### src/rtl/approx_prod_div.sv
// Sequential 16/8 restoring divider that recovers an 8-bit operand from an 8x8 product.
// Optional recovery check (expected operand vs. quotient) is enabled with APPROX_RECOVER_CHK_EN.

module approx_prod_div_step #(
    parameter int DVW = 8
) (
    input  logic [DVW-1:0] rem_in,
    input  logic           bit_in,
    input  logic [DVW-1:0] dvs,
    output logic [DVW-1:0] rem_out,
    output logic           qbit
);
    logic [DVW:0] trial;
    logic [DVW:0] diff;

    // 9-bit trial value keeps the carry for divisors >= 128
    assign trial   = {rem_in, bit_in};
    assign diff    = trial - {1'b0, dvs};
    assign qbit    = (trial >= {1'b0, dvs});
    assign rem_out = qbit ? diff[DVW-1:0] : trial[DVW-1:0];
endmodule

module approx_prod_div (
    input  logic        clk,
    input  logic        rst_n,
    input  logic        in_valid,
    output logic        in_ready,
    input  logic [15:0] dividend,
    input  logic [7:0]  divisor,
    output logic        out_valid,
    input  logic        out_ready,
    output logic [15:0] quotient,
    output logic [7:0]  remainder,
    output logic        div_zero
`ifdef APPROX_RECOVER_CHK_EN
    ,
    input  logic [7:0]  expected,
    output logic        mismatch
`endif
);
    localparam int DW = 16;
    localparam int VW = 8;
    localparam int CW = 4;

    typedef enum logic [1:0] {IDLE, CALC, DONE} state_t;

    typedef struct packed {
        logic [DW-1:0] dvd;
        logic [VW-1:0] dvs;
    } req_t;

    typedef struct packed {
        logic [DW-1:0] quo;
        logic [VW-1:0] rem;
        logic          dz;
    } rsp_t;

    state_t        state, nstate;
    req_t          op;
    rsp_t          rsp_q;
    logic [CW-1:0] cnt;
    logic [VW-1:0] wrem;
    logic [DW-1:0] wquo;
    logic [VW-1:0] rem_nxt;
    logic          qbit;
    logic [DW-1:0] quo_nxt;
    logic          accept;
    logic          last;

    assign accept  = in_valid && in_ready;
    assign last    = (cnt == CW'(DW - 1));
    assign quo_nxt = {wquo[DW-2:0], qbit};

    approx_prod_div_step #(.DVW(VW)) u_step (
        .rem_in  (wrem),
        .bit_in  (op.dvd[DW-1]),
        .dvs     (op.dvs),
        .rem_out (rem_nxt),
        .qbit    (qbit)
    );

    always_ff @(posedge clk or negedge rst_n) begin
        if (!rst_n) state <= IDLE;
        else        state <= nstate;
    end

    always_comb begin
        nstate = state;
        case (state)
            IDLE:    if (accept) nstate = (divisor == '0) ? DONE : CALC;
            CALC:    if (last) nstate = DONE;
            DONE:    if (out_ready) nstate = IDLE;
            default: nstate = IDLE;
        endcase
    end

    always_comb begin
        in_ready  = (state == IDLE);
        out_valid = (state == DONE);
    end

    always_ff @(posedge clk or negedge rst_n) begin
        if (!rst_n) begin
            op    <= '0;
            rsp_q <= '0;
            cnt   <= '0;
            wrem  <= '0;
            wquo  <= '0;
        end else begin
            case (state)
                IDLE: begin
                    if (accept) begin
                        op.dvd <= dividend;
                        op.dvs <= divisor;
                        cnt    <= '0;
                        wrem   <= '0;
                        wquo   <= '0;
                        if (divisor == '0) begin
                            rsp_q.quo <= '1;
                            rsp_q.rem <= dividend[VW-1:0];
                            rsp_q.dz  <= 1'b1;
                        end
                    end
                end
                CALC: begin
                    op.dvd <= {op.dvd[DW-2:0], 1'b0};
                    wrem   <= rem_nxt;
                    wquo   <= quo_nxt;
                    cnt    <= cnt + 1'b1;
                    if (last) begin
                        rsp_q.quo <= quo_nxt;
                        rsp_q.rem <= rem_nxt;
                        rsp_q.dz  <= 1'b0;
                    end
                end
                default: ;
            endcase
        end
    end

    assign quotient  = rsp_q.quo;
    assign remainder = rsp_q.rem;
    assign div_zero  = rsp_q.dz;

`ifdef APPROX_RECOVER_CHK_EN
    logic [VW-1:0] exp_q;

    // A recovered operand must fit in 8 bits and equal the expected value
    always_ff @(posedge clk or negedge rst_n) begin
        if (!rst_n) begin
            exp_q    <= '0;
            mismatch <= 1'b0;
        end else begin
            if (state == IDLE && accept) begin
                exp_q <= expected;
                if (divisor == '0) mismatch <= 1'b1;
            end else if (state == CALC && last) begin
                mismatch <= (quo_nxt[DW-1:VW] != '0) || (quo_nxt[VW-1:0] != exp_q);
            end
        end
    end
`endif
endmodule

### config.mk
export PLATFORM = sky130hd
export DESIGN_NAME = approx_prod_div
export DESIGN_NICKNAME = d
export VERILOG_FILES = /design/src/rtl/approx_prod_div.sv
export SDC_FILE = /design/constraint.sdc
export NUM_CORES = 1
export LEC_CHECK = 0
export CAP_MARGIN = 15
export CORE_ASPECT_RATIO = 1.5
export CORE_UTILIZATION = 49
export DETAILED_ROUTE_END_ITERATION = 6
export GPL_TIMING_DRIVEN = 0
export PLACE_DENSITY = 0.77
export SLEW_MARGIN = 15
export SYNTH_ARGS = -nofsm -noshare
export SYNTH_HDL_FRONTEND = slang
export SYNTH_SLANG_ARGS = --single-unit
### constraint.sdc
create_clock -name clk -period 2.24 [get_ports clk]
set_clock_uncertainty 0.1 [all_clocks]
set_input_delay 0.448 -clock clk [delete_from_list [all_inputs] [get_ports clk]]
set_output_delay 0.448 -clock clk [all_outputs]
set_load 0.05 [all_outputs]
==> After elaboration in Yosys (flattened, before gate mapping) <==
Cells that the tools add are included.
{ "totals": {"output_inout_bits": 27, "register_bits": 78, "word_cells": 45, "input_bits": 28} }
{ "classes": {"eq_ne": 7, "n_reduce_logical": 8, "muxes": 18, "order_cmp": 1, "n_addsub": 2} }
{ "ops": {"columns": ["op", "n"], "rows": [
  ["two-way mux 25 bit", 3],
  ["case mux 25 bit (2 select lines)", 1],
  ["case mux 16 bit (2 select lines)", 1],
  ["case mux 15 bit (2 select lines)", 1],
  ["two-way mux 24 bit", 1],
  ["two-way mux 8 bit", 2],
  ["case mux 8 bit (2 select lines)", 1],
  ["two-way mux 15 bit", 1],
  ["greater-or-equal comparator 9 x 8 -> 1 bit", 1],
  ["logical NOT 8 bit", 1],
  ["two-way mux 2 bit", 4],
  ["case mux 4 bit (2 select lines)", 1],
  ["subtractor 8 bit", 1],
  ["inequality test 2 x 1 -> 1 bit, second input constant", 3],
  ["case mux 2 bit (3 select lines)", 1],
  ["adder 4 x 1 -> 4 bit, second input constant", 1],
  ["== test 4 bit, second input constant", 1],
  ["two-way mux 4 bit", 1],
  ["AND reduction 2 bit", 2],
  ["AND reduction 4 bit", 1],
  ["AND reduction 3 bit", 1],
  ["== test 2 x 1 -> 1 bit, second input constant", 1],
  ["== test 2 bit, second input constant", 1],
  ["logical NOT 2 bit", 1],
  ["3 further kinds", 3]
]} }

==> Longest topological paths before layout <==
Gate-level depths: netlist of the first run.
{ "depth": {"word_depth": 4, "ltp_mapped": 9, "ltp_nobuf": 9} }

==> Hierarchy <==
From an unflattened synthesis of the first run, not the netlist that was laid out.
{ "hier_totals": {"cells_unflattened": 404, "area_unflattened_um2": 3847.4} }
{ "by_module_without_submodules": {"columns": ["mod", "n_inst", "cells_per_inst", "seq_area_each_um2", "area_per_inst_um2"], "rows": [
  ["approx_prod_div", 1, 335, 1951.9, 3326.9],
  ["approx_prod_div_step", 1, 69, 0.0, 520.5]
]} }

==> Worst setup path before layout of the first run <==
Ideal clock, no wire load.
{ "synth_timing": {"path_kind": "reg2reg", "startpoint": "reg wrem[1]", "endpoint": "reg rsp_q (netlist bit remainder[0])", "setup_slack_ns": 0.058, "setup_time_ns": 0.080, "n_path_buf": 0, "required_time_ns": 2.060, "synth_period_minus_slack_ns": 2.182, "path_stages_with_launch": 8, "t_arrival_ns": 2.001, "path_cell_list": "dfrtp_1 > ha_1 > and3_1 > a31oi_1 > nand3b_2 > a41oi_4 > mux2_4 > o211ai_2"} }
{ "synth_between": {"elab_chain_len": 4} }
{ "synth_lines": {"columns": ["element", "line_no", "rtl"], "rows": [
  ["from (decl)", "62", "logic [VW-1:0] wrem;"],
  ["from (signal assigned)", "127", "wrem <= rem_nxt;"],
  ["greater-or-equal comparator 9 x 8 -> 1 bit", "19", "assign qbit = (trial >= {1'b0, dvs});"],
  ["two-way mux 8 bit", "20", "assign rem_out = qbit ? diff[DVW-1:0] : trial[DVW-1:0];"],
  ["two-way mux 25 bit", "130", "if (last) begin"],
  ["case mux 25 bit (2 select lines)", "110", "case (state)"],
  ["to (decl)", "60", "rsp_t rsp_q;"]
]} }
No other way between the ends. The select of a mux whose other input is x is not followed.
A chain may end at the register's enable or synchronous reset.

==> Worst setup path in the final report of the first run <==
{ "layout_timing": {"startpoint": "reg wrem[1]", "endpoint": "reg rsp_q (netlist bit remainder[4])"} }
{ "layout_between": {"elab_chain_len": 4, "elab_cells_between_ends": 5, "classes_between": "add/sub (1); order compare (1); mux (3)"} }
{ "layout_lines": {"columns": ["element", "line_no"], "rows": [
  ["subtractor 8 bit / greater-or-equal comparator 9 x 8 -> 1 bit (equally long branches)", "18, 19"],
  ["two-way mux 8 bit *", "20"],
  ["two-way mux 25 bit *", "130"],
  ["case mux 25 bit (2 select lines) *", "110"]
]} }
Mark *: on every way between the ends. The rest lies on a longest branch, timed or not. The select of a mux whose other input is x is not followed.

==> reports/qor.txt, run 1 <==
Critical Path RT: 2410 ps
filler cell count: 598
total routed wirelength: 9580 µm
Int Pwr: 4920 µW
Synth top cells by count: 86 x nand2_1, 78 x dfrtp_1, 43 x nor2_1
post-route worst setup slack: 2.81 ps
status: finished, final reports clean
Setup Crit Path Kind: flop to flop
area leader, netlist: dfrtp_1
Antenna Nets Post-Route: 0
Tot GR Track Use: 0.261
clock period minus final worst setup slack: 2240 ps
synth unique cells: 44
Pwr per Cell Area: 1830 nW/µm²
ys flop type: dfrtp_1
Vias/cell: 5.64
clock root cell: clkbuf_8
Final setup viols: 0
Critical Path AT: 2400 ps
First DRT Iteration DRCs: 294
final max-slew violation count: 0
vias in the first global route: 3193
maximum fanout along the worst path: 5
ant diodes: 0
Fmax achieved: 447 MHz
Hold Fails Final Rpt: 0
number of enable flip-flop cells after synthesis: 0
Yosys warnings: 0
Clock H-tree levels: 3
CTS tree: done
pin count of the biggest net entering global routing: 46
cell total after placement: 551
Die Y: 108 µm
post-synth top area share: 0.534
post-route clock period utilization: 0.999
clock buffer depth: 2
Core Area: 7230 µm²
Combinational Power Share: 0.574
Post-Synthesis Cells: 396
total clock sinks: 78
router iterations before antenna repair: 5
share of layout cells above drive strength 1: 0.129
Die X: 72.5 µm
Setup crit start kind: flop
Flop pwr share: 0.288
register area share after synthesis: 0.534
Num CTS Buffers: 9
Post-Syn Area: 3650 µm²
PortBufs: 54
Vias: 3229
Final Wtd Congestion: 0.932
asr flop ratio synth: 1.00
GRT Residual Overflow: 0
sw frac: 0.444
count leader, synth: nand2_1
final hold slack: 381 ps
register bit total from synthesis: 78
num rows: 38
initial antenna violation count: 0
I/O Pins: 55
HP Class: flop to flop
Worst-Skew Late Latency: 360 ps
DRC: 0
die area: 7810 µm²
Area Overhead vs Synth: 32.4%
Least-Margin Pin Slew: 620 ps
Final Non-Filler Cells: 573
Net Switching: 3930 µW
Mean Syn Cell Area: 9.23 µm²
syn_nets: 434
clock share of power: 0.138
Detailed Place HPWL: 6440 µm
maximum vdd drop: 1120 µV
ranking of synthesized cells by area: dfrtp_1 53%, nand2_1 8.8%, o21ai_0 5.3%
slew margin rel.: 0.587
nets@finish: 506
first-pass GRT wire length: 15200 µm
total of max-cap violations: 0
Starting Density: 0.506
drt wl/cell: 16.7 µm
crit path capture type: flop
Lkg Pwr: 0.00206 µW
post-place setup slack: -472 ps
Worst-path clk slew: 80 ps
## state kept, by name, indices dropped and copies added (netlist names)
register   count
cnt            4
div_zero       1
op            24
quotient      16
remainder      8
state          2
wquo          15
wrem           8
## critical path: stages, from the launching register on
cell      delay (ps)
dfrtp_2          450
ha_4             270
and3_4           190
a31oi_2          200
nand3b_4         120
a41o_1           260
buf_6            150
mux2i_4          200
o211ai_1         190
## through the flow
step	utilization	setup TNS [ps]	area, µm²	power [µW]
finish	0.669	0	4840	8850
global placement	0.598	-169440	4320	6550
CTS	0.648	0	4680	8250
floorplan	-	0	3650	5490
detailed placement	0.601	-10620	4340	6710
global route	0.669	-96.7	4840	9380
## layout make-up
class	count	area (µm²)	share of cell area
Clock inverter	3	65.1	0.0135
Multi-Input combinational cell	283	1760	0.364
Buffer	24	105	0.0217
Tap cell	100	125	0.0259
Clock buffer	13	169	0.0349
Sequential cell	78	1950	0.404
Inverter	11	41.3	0.00854
Timing Repair Buffer	61	618	0.128
## power groups by stage
stage / registers, µW / logic (µW) / clock network (µW)
3_5_place_dp: 2510 / 4200 / 0
6_report: 2550 / 5080 / 1220
2_1_floorplan: 3090 / 2400 / 0
4_1_cts: 2500 / 4510 / 1230
3_3_place_gp: 2480 / 4070 / 0
5_1_grt: 2620 / 5470 / 1290
## cell families after synthesis
| family | after synthesis | share of synthesized area |
|---|---|---|
| buffers and inverters | 35 | 0.0401 |
| xor gates and xnor gates | 5 | 0.0120 |
| and+or+nand+nor | 176 | 0.209 |
| adders and majority gates | 10 | 0.0363 |
| DFF | 78 | 0.534 |
| AOI/OAI and AO/OA | 87 | 0.153 |
| muxes | 5 | 0.0151 |
## cells in the final DEF (no fill, tap or decap), types with 7 or more instances in the layout
master and instances:
nand2_1 86, dfrtp_1 76, clkdlybuf4s50_1 51, nor2_1 43, o21ai_0 36, clkbuf_1 18, nor3_1 16, a22oi_1 14
clkbuf_8 12, nand3_1 11, a21oi_1 8, inv_1 7
## worst paths after layout
path / from / endpoint / slack [ps] / cells after the start
setup / recovery: wrem[1] / remainder[4] / 3 / 8
hold / removal: op[17] / op[17] / 380 / 2
setup reg to reg: wrem[1] / remainder[4] / 3 / 8
hold reg to reg: op[17] / op[17] / 380 / 2
max in group asynchronous: rst_n / cnt[1] / 990 / 3
min in group asynchronous: rst_n / op[15] / 470 / 2
## per-layer routing
layer / global-route usage / vias up / routed length [µm]
li1: - / 1500 / -
met2: 0.443 / 147 / 4970
met4: 0.162 / 0 / 397
met3: 0.0459 / 35 / 533
met1: 0.300 / 1547 / 3680
met5: 0 / - / 0
## timing repair
action	4_1_cts	5_1_grt
pin swaps	2	7
hold endpoints to repair	33	0
hold buffers	1	0
buffers inserted	3	2
gates resized for setup	13	30
setup endpoints to repair	29	22
Power figures use the tool's default switching activity.
==> run 2, diff against run 1 <==
CORE_MARGIN = 2   (was unset)
==> reports/qor.txt, run 2 (synthesis results as in run 1) <==
slew margin rel.: 0.601
Setup Crit Path Kind: flop to flop
commonest non-fill, non-tap cell in the layout: nand2_1
Least-Margin Pin Slew: 599 ps
Sequential Area: 1960 µm²
Area Overhead vs Synth: 32.2%
Clock H-tree levels: 3
ant diodes: 0
Core Area: 7230 µm²
die area: 8180 µm²
Final setup viols: 0
First DRT Iteration DRCs: 245
Final Wtd Congestion: 0.952
Die X: 74.5 µm
Vias/cell: 5.51
setup TNS: 0 ps
total clock sinks: 78
post-route clock period utilization: 0.975
placed cell areas: 4340 µm²
total routed wirelength: 9230 µm
Vias: 3176
Crit path max-delay family: compound AO/OA/AOI/OAI gates
num rows: 38
Pwr per Cell Area: 1790 nW/µm²
Finished Cell Area: 4830 µm²
crit path capture type: flop
clock root cell: clkbuf_8
HP Class: flop to flop
first-pass GRT wire length: 14400 µm
Worst-path clk slew: 80 ps
vias in the first global route: 3074
filler cell count: 596
pin count of the biggest net entering global routing: 55
CTS tree: done
share of layout cells above drive strength 1: 0.130
final max-slew violation count: 0
status: finished, final reports clean
GRT Residual Overflow: 0
total of max-cap violations: 0
max incr delay on CP: 440 ps
Num CTS Buffers: 9
worst path buffer plus inverter count: 1
multi-input logic area: 1760 µm²
Tot GR Track Use: 0.237
Critical Path RT: 2410 ps
Fmax achieved: 458 MHz
clock period minus final worst setup slack: 2180 ps
Hold Fails Final Rpt: 0
drt wl/cell: 16.0 µm
router iterations before antenna repair: 5
DRC: 0
Worst-Skew Late Latency: 360 ps
Critical Path AT: 2350 ps
Setup crit start kind: flop
Antenna Nets Post-Route: 0
Die Y: 110 µm
CP max-delay cell: dfrtp_1
Detailed Place HPWL: 6360 µm
maximum vdd drop: 1280 µV
PortBufs: 54
Lkg Pwr: 0.00206 µW
crit path cell chain: ha_1, a21o_1, a211o_1, a41o_1, buf_6, mux2i_4, o211ai_1
I/O Pins: 55
clock buffer depth: 2
maximum fanout along the worst path: 5
nets@finish: 509
Starting Density: 0.506
most frequent cells in the layout: 86 x nand2_1, 75 x dfrtp_1, 51 x clkdlybuf4s50_1
max reg flops: 24
initial antenna violation count: 0
largest reg by FF count: op
## run 2: final timing paths
kind                              start            to  slack (ps)  cells after the start
worst min-delay path             op[21]        op[21]         390                      2
min in group asynchronous         rst_n         op[2]         440                      2
max in group asynchronous         rst_n      wquo[11]        1020                      3
worst min register to register   op[21]        op[21]         390                      2
worst max register to register  wrem[4]  remainder[3]          60                      7
worst max-delay path            wrem[4]  remainder[3]          60                      7
## run 2: layout make-up
cell class | instances | area share
plain buffers | 24 | 0.0218
inverters | 11 | 0.00855
clock inverters | 6 | 0.0179
clock buffers | 10 | 0.0264
multi-input cells | 283 | 0.363
well taps | 100 | 0.0259
flip-flops and latches | 78 | 0.405
repair buffers | 64 | 0.131
## run 2: metal layers
layer  global-route usage  vias up  wire length (µm)
met3               0.0385       28               388
met2                0.391      101              4860
met4                0.136        0               391
met1                0.288     1546              3580
met5                    0        -                 0
li1                     -     1501                 -
## run 2: report_power, final
group	leakage [µW]	total [µW]	switching, µW	internal (µW)
Sequential	0.000938	2550	467	2080
Combinational	0.00102	4960	2870	2080
Clock	0.000106	1150	525	626
Total	0.00206	8650	3870	4790
## run 2: stage by stage
step,std cells,hold slack (ps),utilization,setup WS [ps],power (µW)
after global routing,576,419,0.668,-55.7,9210
after floorplan,396,52.4,-,58.5,5490
after CTS,570,386,0.640,0.0597,8010
after global placement,550,358,0.598,-2020,6550
final,576,386,0.668,55.5,8650
after detailed placement,551,283,0.601,-479,6680
## run 2: timing repair
| item | in CTS | in global routing |
|---|---|---|
| pin swaps | 1 | 2 |
| hold buffers | 1 | 0 |
| endpoints found under the setup margin | 30 | 31 |
| gates resized for setup | 9 | 28 |
| buffers inserted | 2 | 6 |
| endpoints found under the hold margin | 24 | 0 |
## run 2: worst min-delay path: stages, from the launching register on
cell and delay, ps:
dfrtp_1 350, nand2_1 50, nand2_1 60
==> run 3, diff against run 2 <==
--- a/config.mk
+++ b/config.mk
@@ -8,5 +8,4 @@
 export CAP_MARGIN = 15
 export CORE_ASPECT_RATIO = 1.5
-export CORE_MARGIN = 2
 export CORE_UTILIZATION = 49
 export DETAILED_ROUTE_END_ITERATION = 6
==> constraint.sdc (replaced) <==
create_clock -name clk -period 2.24 [get_ports clk]
set_clock_uncertainty 0.1 [all_clocks]
set_input_delay 0.336 -clock clk [delete_from_list [all_inputs] [get_ports clk]]
set_output_delay 0.336 -clock clk [all_outputs]
set_load 0.05 [all_outputs]
==> reports/qor.txt, run 3 (synthesis results as in run 1) <==
Core Area: 7230 µm²
multi-input logic area: 1750 µm²
RSZ-0062 raised after global routing: yes
Starting Density: 0.506
clock root cell: clkbuf_8
clock buffer depth: 2
Die X: 72.5 µm
total of max-cap violations: 0
I/O Pins: 55
Setup Crit Path Kind: flop to flop
vias in the first global route: 3182
first-pass GRT wire length: 15100 µm
Area Overhead vs Synth: 31.8%
Hold Fails Final Rpt: 0
Worst-Skew Late Latency: 360 ps
maximum vdd drop: 1110 µV
final max-slew violation count: 0
Sequential Area: 1950 µm²
total chip power: 8830 µW
Critical Path AT: 2410 ps
total clock sinks: 78
HP Class: primary input to async pin
Critical Path RT: 2420 ps
clock period minus final worst setup slack: 2240 ps
largest reg by FF count: op
cells on worst reg2reg path: 8
Vias: 3220
PortBufs: 54
Final Non-Filler Cells: 573
max reg flops: 24
Pwr per Cell Area: 1830 nW/µm²
drt wl/cell: 16.6 µm
share of layout cells above drive strength 1: 0.125
ant diodes: 0
placed cell areas: 4340 µm²
Antenna Nets Post-Route: 0
Lkg Pwr: 0.00206 µW
status: finished, final reports clean
Die Y: 108 µm
maximum fanout along the worst path: 5
CTS tree: done
Final Wtd Congestion: 0.932
Least-Margin Pin Slew: 609 ps
R2R setup slack: 4 ps
num rows: 38
nets@finish: 506
First DRT Iteration DRCs: 305
Tot GR Track Use: 0.260
Vias/cell: 5.62
DRC: 0
die area: 7810 µm²
Core Util, Final: 0.666
router iterations before antenna repair: 5
most frequent cells in the layout: 86 x nand2_1, 76 x dfrtp_1, 51 x clkdlybuf4s50_1
Fmax achieved: 447 MHz
Detailed Place HPWL: 6440 µm
filler cell count: 598
post-route clock period utilization: 0.998
cell total after placement: 551
total routed wirelength: 9510 µm
slew margin rel.: 0.594
initial antenna violation count: 0
Finished Cell Area: 4820 µm²
GRT Residual Overflow: 0
crit path capture type: flop
setup TNS: 0 ps
Setup crit start kind: flop
commonest non-fill, non-tap cell in the layout: nand2_1
Num CTS Buffers: 9
Final setup viols: 0
Worst-path clk slew: 80 ps
pin count of the biggest net entering global routing: 46
Clock H-tree levels: 3
==> run 3: final timing paths <==
kind,start,endpoint
hold reg to reg,op[17],op[17]
hold / removal,rst_n,op[15]
min in group clk,op[17],op[17]
setup / recovery,wrem[1],remainder[3]
max in group asynchronous,rst_n,wrem[2]
setup reg to reg,wrem[1],remainder[3]
==> run 3: area by class of cell <==
cell class	count	area share
Buffer	24	0.0218
Clock buffer	13	0.0351
Clock inverter	3	0.0135
Inverter	11	0.00857
Multi-Input combinational cell	283	0.362
Sequential cell	78	0.406
Tap cell	100	0.0260
Timing Repair Buffer	61	0.127
==> run 3: what timing repair did <==
action                                  in CTS  in global routing
hold buffers                                 1                  0
endpoints found under the setup margin      16                 29
resized for setup                           12                 26
endpoints found under the hold margin       33                  0
setup buffers                                3                  2
pin swaps                                    2                  5
==> run 3: power breakdown <==
part | leakage [µW] | switching, µW | total (µW) | internal [µW]
registers | 0.000940 | 465 | 2540 | 2080
logic | 0.000996 | 2960 | 5070 | 2100
clock network | 0.000120 | 506 | 1220 | 718
==> run 3: worst max-delay path: stages, from the launching register on <==
cell      delay, ps
dfrtp_2         460
ha_4            270
and3_4          200
a31oi_4         210
nand3b_4        120
a41o_1          260
buf_6           150
mux2i_4         190
o211ai_1        180
==> run 3: per-stage QoR <==
step | setup slack (ps) | hold slack (ps)
floorplan | 58.5 | -59.6
global placement | -1950 | 359
detailed placement | -360 | 215
CTS | 1.28 | 368
global route | -43.5 | 402
finish | 3.75 | 356
==> run 3: routing by layer <==
| layer | track usage | share of wire |
|---|---|---|
| met1 | 0.300 | 0.38 |
| met4 | 0.162 | 0.034 |
| met5 | 0 | 0 |
| met3 | 0.0459 | 0.066 |
| met2 | 0.438 | 0.52 |
